--- config.mk ---
export PLATFORM = sky130hd
export DESIGN_NAME = mac_lookup_arbiter
export DESIGN_NICKNAME = d
export VERILOG_FILES = /design/src/rtl/mac_pkg.sv /design/src/rtl/mac_hdr_capture.sv /design/src/rtl/mac_lookup_arbiter.sv
export SDC_FILE = /design/constraint.sdc
export NUM_CORES = 1
export LEC_CHECK = 0
export CAP_MARGIN = 20
export CORE_AREA = 2 2 221 223
export CTS_BUF_LIST = sky130_fd_sc_hd__clkbuf_8
export DETAILED_ROUTE_END_ITERATION = 8
export DIE_AREA = 0 0 223 225
export PLACE_DENSITY_LB_ADDON = 0.15
export SLEW_MARGIN = 20
export SYNTH_ARGS = -nofsm -noshare
export SYNTH_HDL_FRONTEND = slang
export SYNTH_SLANG_ARGS = --single-unit
export TNS_END_PERCENT = 100
--- constraint.sdc ---
create_clock -name clk -period 11.3 [get_ports clk]
set_clock_uncertainty 0.1 [all_clocks]
set_input_delay 2.26 -clock clk [delete_from_list [all_inputs] [get_ports clk]]
set_output_delay 2.26 -clock clk [all_outputs]
set_load 0.01 [all_outputs]
--- src/rtl/mac_pkg.sv ---
`default_nettype none
// ============================================================================
//  Module      : mac_pkg
//  Description : Shared types and constants for the MAC lookup front end
//                (header capture, arbiter and mac_learning interface).
//  Revision    : 1.0 - initial release
// ============================================================================
package mac_pkg;

    localparam int MAC_W  = 48;
    localparam int PORT_W = 3;

    // Flood code returned when mac_learning never answers
    localparam logic [PORT_W-1:0] FLOOD_PORT = 3'd7;

    // Header is 6 bytes destination MAC followed by 6 bytes source MAC
    localparam logic [3:0] HDR_BYTES = 4'd12;
    localparam logic [3:0] HDR_LAST  = 4'd11;

    typedef logic [MAC_W-1:0]  mac_t;
    typedef logic [PORT_W-1:0] port_t;

    typedef enum logic [1:0] {
        IDLE  = 2'd0,
        ISSUE = 2'd1,
        WAIT  = 2'd2,
        RESP  = 2'd3
    } arb_state_t;

endpackage
`default_nettype wire

--- src/rtl/mac_hdr_capture.sv ---
`default_nettype none
// ============================================================================
//  Module      : mac_hdr_capture
//  Description : Per-port capture of the 12-byte Ethernet MAC header. Holds a
//                completed header (pending) until the arbiter releases it.
//  Revision    : 1.0 - initial release
// ============================================================================
module mac_hdr_capture
    import mac_pkg::*;
(
    input  logic             clk,
    input  logic             rst,
    input  logic             valid,
    input  logic             sof,
    input  logic [7:0]       data,
    input  logic             clr_pending,
    output logic             pending,
    output logic [MAC_W-1:0] dst_mac,
    output logic [MAC_W-1:0] src_mac,
    output logic             drop
);

    // cnt = number of header bytes taken so far; 0 = no frame, 12 = payload
    logic [3:0]         cnt;
    logic [2*MAC_W-1:0] hdr;
    logic               take_sof;
    logic               take_byte;
    logic               last_byte;

    // A sof is refused only while an older header is still waiting, unless
    // that header is being released in this very cycle.
    assign take_sof  = valid & sof & (~pending | clr_pending);
    assign drop      = valid & sof & pending & ~clr_pending;
    assign take_byte = valid & ~sof & (cnt != 4'd0) & (cnt < HDR_BYTES);
    assign last_byte = take_byte & (cnt == HDR_LAST);

    // Bytes shift in MSB first, so after 12 shifts the upper half is the
    // destination MAC and the lower half the source MAC.
    assign dst_mac = hdr[2*MAC_W-1:MAC_W];
    assign src_mac = hdr[MAC_W-1:0];

    // Byte counter, header shift register and pending flag
    always_ff @(posedge clk or negedge rst) begin
        if (!rst) begin
            cnt     <= 4'd0;
            hdr     <= '0;
            pending <= 1'b0;
        end else begin
            if (take_sof) begin
                hdr <= {hdr[2*MAC_W-9:0], data};
                cnt <= 4'd1;
            end else if (take_byte) begin
                hdr <= {hdr[2*MAC_W-9:0], data};
                cnt <= cnt + 4'd1;
            end

            if (last_byte) begin
                pending <= 1'b1;
            end else if (clr_pending) begin
                pending <= 1'b0;
            end
        end
    end

endmodule
`default_nettype wire

--- src/rtl/mac_lookup_arbiter.sv ---
`default_nettype none
// ============================================================================
//  Module      : mac_lookup_arbiter
//  Description : Captures MAC headers on each ingress port, arbitrates
//                round-robin among completed headers, issues one lookup at a
//                time to mac_learning and returns the forwarding decision.
//                A watchdog floods if mac_learning never answers.
//  Revision    : 1.0 - initial release
// ============================================================================
module mac_lookup_arbiter #(
    parameter int                NUM_PORTS    = 5,
    parameter int                PORT_W       = 3,
    parameter int                DONE_TIMEOUT = 64,
    parameter logic [PORT_W-1:0] FLOOD_PORT   = PORT_W'(7)
) (
    input  logic                   clk,
    input  logic                   rst,
    input  logic [NUM_PORTS-1:0]   rx_valid,
    input  logic [NUM_PORTS-1:0]   rx_sof,
    input  logic [8*NUM_PORTS-1:0] rx_data,
    output logic [NUM_PORTS-1:0]   hdr_drop,
    output logic                   lu_en,
    output logic [47:0]            lu_dst_mac,
    output logic [47:0]            lu_src_mac,
    output logic [PORT_W-1:0]      lu_src_port,
    input  logic                   lu_done,
    input  logic [PORT_W-1:0]      lu_dst_port,
    output logic                   resp_valid,
    output logic [PORT_W-1:0]      resp_port,
    output logic [PORT_W-1:0]      resp_dst_port,
    output logic                   resp_timeout
);
    import mac_pkg::*;

    localparam int WD_W = $clog2(DONE_TIMEOUT);

    arb_state_t          state_q;
    arb_state_t          state_d;
    logic [NUM_PORTS-1:0] pending;
    logic [NUM_PORTS-1:0] clr_pending;
    mac_t                cap_dst [NUM_PORTS];
    mac_t                cap_src [NUM_PORTS];
    logic [PORT_W-1:0]   grant_q;
    logic [PORT_W-1:0]   last_grant_q;
    logic [PORT_W-1:0]   next_grant;
    logic [PORT_W-1:0]   cand;
    logic                found;
    logic [WD_W-1:0]     wd_q;
    logic                wd_expired;
    logic [PORT_W-1:0]   res_dst_q;
    logic                res_to_q;

    for (genvar p = 0; p < NUM_PORTS; p++) begin : g_port
        mac_hdr_capture u_cap (
            .clk         (clk),
            .rst         (rst),
            .valid       (rx_valid[p]),
            .sof         (rx_sof[p]),
            .data        (rx_data[8*p +: 8]),
            .clr_pending (clr_pending[p]),
            .pending     (pending[p]),
            .dst_mac     (cap_dst[p]),
            .src_mac     (cap_src[p]),
            .drop        (hdr_drop[p])
        );
    end

    // Round-robin pick: first pending port after the last one served
    always_comb begin
        found      = 1'b0;
        next_grant = last_grant_q;
        cand       = '0;
        for (int k = 1; k <= NUM_PORTS; k++) begin
            cand = PORT_W'((int'(last_grant_q) + k) % NUM_PORTS);
            if (!found && pending[cand]) begin
                found      = 1'b1;
                next_grant = cand;
            end
        end
    end

    // Release the served header while its result is being returned
    always_comb begin
        clr_pending = '0;
        if (state_q == RESP) begin
            clr_pending[grant_q] = 1'b1;
        end
    end

    assign wd_expired = (wd_q == WD_W'(DONE_TIMEOUT - 1));

    // Arbiter next-state decode; lu_done only matters while waiting
    always_comb begin
        state_d = state_q;
        case (state_q)
            IDLE:    if (found) state_d = ISSUE;
            ISSUE:   state_d = WAIT;
            WAIT:    if (lu_done || wd_expired) state_d = RESP;
            RESP:    state_d = IDLE;
            default: state_d = IDLE;
        endcase
    end

    // Arbiter state register
    always_ff @(posedge clk or negedge rst) begin
        if (!rst) begin
            state_q <= IDLE;
        end else begin
            state_q <= state_d;
        end
    end

    // Grant, lookup request fields, watchdog and result capture
    always_ff @(posedge clk or negedge rst) begin
        if (!rst) begin
            grant_q      <= '0;
            last_grant_q <= PORT_W'(NUM_PORTS - 1);
            lu_dst_mac   <= '0;
            lu_src_mac   <= '0;
            wd_q         <= '0;
            res_dst_q    <= '0;
            res_to_q     <= 1'b0;
        end else begin
            case (state_q)
                IDLE: begin
                    if (found) begin
                        grant_q    <= next_grant;
                        lu_dst_mac <= cap_dst[next_grant];
                        lu_src_mac <= cap_src[next_grant];
                    end
                end
                ISSUE: begin
                    wd_q <= '0;
                end
                WAIT: begin
                    wd_q <= wd_q + WD_W'(1);
                    // A real answer beats the watchdog in the same cycle
                    if (lu_done) begin
                        res_dst_q <= lu_dst_port;
                        res_to_q  <= 1'b0;
                    end else if (wd_expired) begin
                        res_dst_q <= FLOOD_PORT;
                        res_to_q  <= 1'b1;
                    end
                end
                RESP: begin
                    last_grant_q <= grant_q;
                end
                default: begin
                end
            endcase
        end
    end

    assign lu_en         = (state_q == ISSUE);
    assign lu_src_port   = grant_q;
    assign resp_valid    = (state_q == RESP);
    assign resp_port     = resp_valid ? grant_q   : '0;
    assign resp_dst_port = resp_valid ? res_dst_q : '0;
    assign resp_timeout  = resp_valid & res_to_q;

endmodule
`default_nettype wire

Word level (Yosys, flattened, before mapping)
Index checks and enable logic that the tools add are counted.
Storage, ports and cells
  register bits: 619
  output and inout port bits: 113
Cells by class
  add/sub/neg operators: 11
  divide/modulo/power cells: 5
  order comparisons: 13
  equal/unequal tests: 11
  muxes and demuxes: 69
  bitwise gates (word level): 62
  reductions and logical operators: 31
Operators with widths (count)
  $mux W96: 10
  $bmux W48 S3: 2
  $mux W48: 4
  $mod A32 B4 Y32 const B: 5
  $and A1 B1 Y1: 41
  $mux W4: 10
  $mux W3: 9
  $lt A3 B4 Y1 const B: 6
  $reduce_bool A2 Y1: 12
  $mux W1: 23
  $add A4 B1 Y4 const B: 5
  $eq A4 B4 Y1 const B: 5
  $lt A4 B4 Y1 const B: 5
  $reduce_bool A4 Y1: 5
  $bmux W1 S3: 5
  $not A1 Y1: 15
  $pmux W6 S2: 1
  $add A3 B2 Y4 const B: 2
  $add A3 B3 Y4 const B: 2
  $pmux W2 S4: 1
  $add A6 B1 Y6 const B: 1
  $eq A6 B6 Y1 const B: 1
  $reduce_and A2 Y1: 3
  $logic_and A1 B1 Y1: 5
  other kinds (14): 24

Longest topological paths before layout
Gate-level depths: netlist (run 1).
  word-level depth: 21
  depth in mapped cells: 21
  gate-level depth less buffers: 19

By module
Synthesis (run 1) repeated with hierarchy kept, for this count alone.
Unflattened totals
  cell total of the unflattened synthesis: 2191
  area, all modules: 29071.6 sq um
Modules (own cells, without submodules)
  mac_hdr_capture: times used 5, cells each 236, area each 3896.2 sq um, seq. area each 2527.4 sq um
  mac_lookup_arbiter: times used 1, cells each 1011, area each 9590.4 sq um, seq. area each 2854.0 sq um

Worst setup path after synthesis (run 1)
No wires, ideal clock.
  kind: reg-to-reg
  from: reg last_grant_q[0]
  to: reg lu_dst_mac[10]
  setup time: 134 ps
  arrival: 4753 ps
  setup slack: 6312 ps
  cell stages (with the launch flop): 22
  cell sequence: dfrtp_1 ha_1 xnor2_1 inv_1 ha_1 nor4b_1 nor3_1 xnor2_2 ha_1 nand2b_1 a32oi_1 o21ai_0 a21oi_1 mux2i_1 a32oi_4 o21ai_0 a21oi_1 a21oi_2 buf_2 buf_2 mux2i_1 o221ai_2
On the way
  word-level cells in the longest chain between the ends: 21
  elaborated cells between the ends (all ways): 43
  those cells by class: 5 x add/sub; 5 x div; 23 x mux; 1 x bitwise; 9 x reduce/logical
RTL lines
  from (decl): RTL line mac_lookup_arbiter.sv:44  | logic [PORT_W-1:0] last_grant_q;
  from (signal assigned): RTL line mac_lookup_arbiter.sv:117  | last_grant_q <= PORT_W'(NUM_PORTS - 1);
  from (signal assigned): RTL line mac_lookup_arbiter.sv:147  | last_grant_q <= grant_q;
  $add A3 B1 Y4: RTL line mac_lookup_arbiter.sv:74  | cand = PORT_W'((int'(last_grant_q) + k) % NUM_PORTS);
  $mod A32 B4 Y32: RTL line mac_lookup_arbiter.sv:74
  $bmux W1 S3: RTL line mac_lookup_arbiter.sv:75  | if (!found && pending[cand]) begin
  $mux W1 (not written as such): RTL line mac_lookup_arbiter.sv:75
  $mux W1: RTL line mac_lookup_arbiter.sv:75
  $logic_not A1 Y1: RTL line mac_lookup_arbiter.sv:75
  $logic_and A1 B1 Y1: RTL line mac_lookup_arbiter.sv:75
  $mux W1: RTL line mac_lookup_arbiter.sv:75
  [... 4 more ...]
  $logic_and A1 B1 Y1: RTL line mac_lookup_arbiter.sv:75
  $mux W1: RTL line mac_lookup_arbiter.sv:75
  $logic_not A1 Y1: RTL line mac_lookup_arbiter.sv:75
  $logic_and A1 B1 Y1: RTL line mac_lookup_arbiter.sv:75
  $mux W3: RTL line mac_lookup_arbiter.sv:75
  $not A3 Y4 (not written as such): RTL line mac_lookup_arbiter.sv:128  | lu_dst_mac <= cap_dst[next_grant];
  $bmux W48 S3: RTL line mac_lookup_arbiter.sv:128
  $mux W48 (not written as such) (2 in series): RTL line mac_lookup_arbiter.sv:128
  to (signal assigned): RTL line mac_lookup_arbiter.sv:128
  to (decl): RTL line mac_lookup_arbiter.sv:23  | output logic [47:0] lu_dst_mac,
Several ways; a longest one is shown, not always the timed one. The select of a mux whose other input is x is not followed.
A chain may end at the register's enable or synchronous reset.

Worst setup path in the final report (run 1)
  from: reg last_grant_q[0]
  to: reg lu_dst_mac[28]
Same word-level chain as after synthesis.

==> results of run 1 <==
## critical path, delay by kind of cell, from the launching register on
kind                       cells  cell delay (ps)
AOI/OAI and AO/OA              8             1590
xor gates and xnor gates       2              600
adders and majority gates      3             1100
buffers and inverters          4             2050
DFF                            1              340
muxes                          2              650
and+or+nand+nor                3              620
## sequential cells by signal, indices dropped and copies added (netlist names), 2 cells and up
register	flops
g_port.u_cap.hdr	480
lu_dst_mac	48
lu_src_mac	48
g_port.u_cap.cnt	20
wd_q	6
g_port.u_cap.pending	5
last_grant_q	3
lu_src_port	3
res_dst_q	3
state_q	2
## stage by stage
stage	instances	hold WS, ps	instance area (µm²)	util	setup slack, ps
global route	2934	420	32500	0.684	3410
finish	2934	402	32500	0.684	3970
detailed placement	2753	392	30500	0.641	4050
CTS	2932	405	32500	0.683	4050
global placement	2753	387	30500	0.641	4270
floorplan	2074	369	28300	-	6310
## kinds of logic (layout without fill, tap and decap cells)
family                   count (synthesis)  count (layout)  share of synthesized area
AND/OR/NAND/NOR                        194             194                     0.0360
other                                    0               1                          0
XOR/XNOR                                19              19                    0.00667
AO/OA/AOI/OAI                          333             333                     0.0990
flip-flops                             619             619                      0.547
multiplexers                           692             692                      0.266
buffers and inverters                  180             424                     0.0288
adder cells (fa/ha/maj)                 37              37                     0.0163
## layout make-up
class	instances	share of cell area
antenna	1	0.0000769
clock buffer	129	0.0546
clock inverter	50	0.00716
inverter	44	0.00508
multi-input combinational	1275	0.372
sequential	619	0.476
tap	615	0.0237
timing repair buffer	201	0.0612
## cell usage after synthesis, types with 4 or more instances
master,n,area share
and3_1,6,0.0013
nor2_1,50,0.0066
buf_6,9,0.0036
mux2i_1,210,0.074
o221ai_1,67,0.021
a21o_1,4,0.0011
a21oi_1,17,0.0030
ha_1,37,0.016
nor4b_1,4,0.0012
and2_1,11,0.0024
nand3b_1,4,0.0011
buf_2,37,0.0065
a2111oi_0,6,0.0019
nand2b_1,18,0.0040
buf_4,7,0.0019
a31oi_1,13,0.0029
nor3_1,7,0.0012
o21ai_0,29,0.0051
o21a_1,5,0.0013
xnor2_1,10,0.0031
a22oi_1,99,0.026
o22ai_1,4,0.00088
xor2_1,6,0.0019
nand3_1,16,0.0028
nand4_1,4,0.00088
dfrtp_1,618,0.55
nand2_1,39,0.0052
a41oi_1,6,0.0019
nor3b_1,9,0.0024
nor2b_1,7,0.0015
o31ai_1,7,0.0019
inv_1,41,0.0054
mux2_2,481,0.19
o221ai_2,30,0.016
clkbuf_1,82,0.011
## cell usage in the layout (no fill, tap or decap), types with 9 or more instances in the layout
cell | synthesis | final
o221ai_2 | 30 | 30
mux2i_1 | 210 | 210
mux2_2 | 481 | 481
nand3_1 | 16 | 16
dfrtp_1 | 618 | 618
xnor2_1 | 10 | 10
ha_1 | 37 | 37
and2_1 | 11 | 11
clkbuf_8 | 0 | 129
nor3b_1 | 9 | 9
nor2_1 | 50 | 45
nand2b_1 | 18 | 18
nand2_1 | 39 | 39
o21ai_0 | 29 | 29
buf_4 | 7 | 27
a21oi_1 | 17 | 17
o221ai_1 | 67 | 67
a31oi_1 | 13 | 13
a22oi_1 | 99 | 99
clkdlybuf4s50_1 | 0 | 167
inv_1 | 41 | 80
## metal layers
layer / part of all wire / routed length, µm
met4: 0.027 / 1880
met3: 0.053 / 3680
met2: 0.45 / 31100
met5: 0 / 0
met1: 0.47 / 32100
## worst paths after layout
path | from | endpoint | slack [ps] | cells past startpoint
max in group asynchronous | rst | g_port[0].u_cap.hdr[7] | 7420 | 3
min in group asynchronous | rst | g_port[1].u_cap.cnt[2] | 1480 | 1
setup reg to reg | last_grant_q[0] | lu_dst_mac[28] | 3970 | 22
hold reg to reg | g_port[1].u_cap.hdr[94] | g_port[1].u_cap.hdr[94] | 400 | 1
setup / recovery | last_grant_q[0] | lu_dst_mac[28] | 3970 | 22
hold / removal | g_port[1].u_cap.hdr[94] | g_port[1].u_cap.hdr[94] | 400 | 1
==> flow_summary.yaml, run 1 <==
run_status:
  status: "completed"
floorplanning:
  initial_core_util: 0.596
  rows: 80
  die-area_um2: 50200
  core_region_area_um2: 47500
  die_w_um: 223
  die_height_um: 225
  num_io_pins: 169
cts:
  cts_made_buffers: 100
  cts-root-buf: "clkbuf_8"
  numClockSinks: 619
  post-cts-setup-buffers: 0
  path_clk_slew_ps: 60
  clk_latency_ps: 680
  ctsResizeCount: 0
  cts_max_level: 3
  cts_buffer_depth: 3
  hold_buffers: 0
  cts_tree: "yes"
worst_setup_path:
  path_cells: "buf_4 > ha_1 > xnor2_1 > inv_1 > ha_1 > nor4b_1 > nor3_1 > xnor2_2 > ha_1 > nand2b_1 > a32oi_1 > o21ai_0 > a21oi_1 > mux2i_1 > a32oi_4 > o21ai_0 > a21oi_1 > a21oi_4 > buf_4 > buf_4 > mux2i_1 > o221ai_2"
  critical_path.max_stage_delay_ps: 800
  arrival_ps: 7750
  worstPathMaxFanout: 51
  cp-start-kind: "flop"
  required_ps: 11720
  critPathCaptureType: "flop"
  crit_slowest_cell: "buf_4"
  crit_type: "flop to flop"
drt:
  wl_per_cell_um: 23.4
  wl_um: 68800
  ant_nets: 0
  drt_iter0_markers: 1202
  vias: 18300
  drt_first_pass_iters: 5
  drc: 0
  via_per_inst: 6.24
final_layout:
  regArea_um2: 15500
  multi_input_area_um2: 12100
  fillers: 3426
  area_growth_pct: 14.8
  drive_above_1_share: 0.311
  nets: 2334
grt:
  grt_pass1_vias: 19100
  grt_max_degree: 169
  track_usage: 0.282
  gr-usage-met3: 0.0485
  grt_use_met2: 0.425
  grt-ovfl-total: 0
  antenna_found_initial: 1
  top_usage_layer: "met2"
  grt_pass1_wl_um: 110000
  globalRouteMet1Util: 0.413
logic_synthesis:
  synth_top_flop_cell: "dfrtp_1"
  synthArstFlopShare: 1.00
  synth_warnings: 0
  synth_edf_count: 0
  synth-seq-cells: 619
  ys_seq_area_frac: 0.547
  synth_cell_types: 77
  avgSynthCellArea_um2: 13.7
  syn_inst: 2074
  syn-num-nets: 2167
  syn_area_um2: 28300
timing:
  setup_tns_ps: 0
  fmax_ghz: 0.136
  period_minus_slack_ps: 7330
  setup_violations: 0
  worst_pin_slew_ps: 990
  slew_headroom: 0.340
  hold_violations: 0
  post-route-period-util: 0.648
  slew_violations: 0
  grt_setup_unrepaired: "false"
worst_hold_path:
  hold_path_class: "flop to flop"
job:
  cap_violations: 0
placement:
  gp_congestion: 0.842
  dp_hpwl_um: 43200
  place.port_buffers: 168
Power of run 1 is not shown: default switching activity piles up to over one toggle a cycle in this logic, so the estimate is an artifact.
==> run 2: changes to the inputs <==
- clock period: 11.3 -> 7.1 ns (I/O delays scaled with it)
==> run 2 against run 1 <==
  * Hold slack better by 0.54 ps
  * Non-clock buffer count increased by 11
  * Die area is the same
  * Sequential share of layout area shrank 0.64 points
  * Critical path depth shrank 2
  * Register-to-register slack worse by 3300 ps
  * Count of clock-buffer cells in the layout up 7
  * Global-route usage about the same
  * Worst setup slack worse by 3300 ps
  * Fmax increased by 14%
  * Largest cell class unchanged
==> flow_summary.yaml, run 2 (synthesis results as in run 1) <==
worst_setup_path:
  required_ps: 7590
  critPathCaptureType: "flop"
  crit_start: "last_grant_q[1]"
  crit_slowest_cell: "dfrtp_1"
  crit_top_cell: "ha_1"
  arrival_ps: 6910
  path_cells: "ha_1 > xnor2_1 > inv_1 > ha_1 > nor4b_1 > nor3_1 > xnor2_2 > ha_1 > nand2b_1 > a32oi_1 > o21ai_0 > a21oi_1 > mux2i_1 > a32oi_4 > a211oi_2 > o22ai_1 > nor2_2 > nand3_4 > buf_12 > o221ai_1"
  cp-start-kind: "flop"
  critical_path.max_stage_delay_ps: 650
  crit_type: "flop to flop"
  worstPathMaxFanout: 39
  r2r-start: "last_grant_q[1]"
placement:
  gp_congestion: 0.846
  place.port_buffers: 168
  dp_hpwl_um: 43900
floorplanning:
  die_height_um: 225
  rows: 80
  core_region_area_um2: 47500
  initial_core_util: 0.596
  die_w_um: 223
  die-area_um2: 50200
  num_io_pins: 169
timing:
  post-route-period-util: 0.904
  setup_tns_ps: 0
  slew_headroom: 0.357
  fmax_ghz: 0.156
  grt_setup_unrepaired: "false"
  setup_violations: 0
  hold_violations: 0
  slew_violations: 0
  worst_pin_slew_ps: 962
  period_minus_slack_ps: 6420
drt:
  via_per_inst: 6.23
  drc: 0
  wl_per_cell_um: 23.4
  ant_nets: 0
  wl_um: 69000
  vias: 18400
  drt_first_pass_iters: 5
  drt_iter0_markers: 1260
grt:
  track_usage: 0.281
  grt_max_degree: 164
  grt-ovfl-total: 0
  grt_pass1_vias: 19200
  antenna_found_initial: 0
  grt_pass1_wl_um: 110000
cts:
  cts-root-buf: "clkbuf_8"
  numClockSinks: 619
  cts_made_buffers: 101
  cts_max_level: 3
  clk_latency_ps: 710
  cts_tree: "yes"
  path_clk_slew_ps: 70
  ctsResizeCount: 0
  hold_buffers: 0
  cts_buffer_depth: 3
  post-cts-setup-buffers: 0
final_layout:
  nets: 2346
  fillers: 3326
  largest_register_ffs: 480
  antennaDiodeCount: 0
  reg_top3: "g_port.u_cap.hdr: 480 flops, lu_dst_mac: 48 flops, lu_src_mac: 48 flops"
  max_flop_register: "g_port.u_cap.hdr"
  final_cell_mix: "dfrtp_1 (618), mux2_2 (481), mux2i_1 (210)"
  drive_above_1_share: 0.317
  area_growth_pct: 16.4
  layout_commonest_cell: "dfrtp_1"
  finalCoreUtilization: 0.693
worst_hold_path:
  worstHoldStart: "g_port[3].u_cap.hdr[88]"
  hold_path_class: "flop to flop"
run_status:
  status: "completed"
job:
  cap_violations: 0
[run 2: worst max-delay path: cells and delay by family, from the launching register on]
kind,cells,cell delay (ps)
adders and majority gates,3,1090
DFF,1,650
buffers and inverters,2,580
muxes,1,330
xor gates and xnor gates,2,580
and+or+nand+nor,5,1410
AOI/OAI and AO/OA,7,1510
[run 2: cell type report]
type,count,area (µm²),area share
Tap cell,615,769,0.0233
Timing Repair Buffer,212,2290,0.0696
Clock inverter,48,279,0.00846
Multi-Input combinational cell,1275,12100,0.367
Sequential cell,619,15500,0.470
Inverter,44,165,0.00501
Clock buffer,136,1870,0.0568
[run 2: path summary, 6_finish.rpt]
check                                     endpoint  slack, ps  cells after the start
max                                 lu_dst_mac[40]        680                     20
min in group asynchronous   g_port[1].u_cap.cnt[3]        640                      1
max in group asynchronous            lu_dst_mac[4]       4830                      2
min                        g_port[3].u_cap.hdr[88]        400                      1
min reg2reg                g_port[3].u_cap.hdr[88]        400                      1
max reg2reg                         lu_dst_mac[40]        680                     20
[run 2: stage by stage]
stage | worst slack, ps | std cells | hold WS (ps) | cell area [µm²]
after floorplan | 2110 | 2074 | 369 | 28300
after global placement | 1070 | 2763 | 386 | 30800
after global routing | 201 | 2949 | 416 | 33000
after CTS | 735 | 2947 | 405 | 32900
final | 683 | 2949 | 403 | 33000
after detailed placement | 777 | 2763 | 392 | 30800
[run 2: metal layers]
| layer | routed length (µm) | GRT usage |
|---|---|---|
| met5 | 0 | 0 |
| met4 | 1830 | 0.0903 |
| met1 | 31300 | 0.397 |
| met3 | 3580 | 0.0531 |
| met2 | 32300 | 0.445 |
Power of run 2 is left out for the same reason.
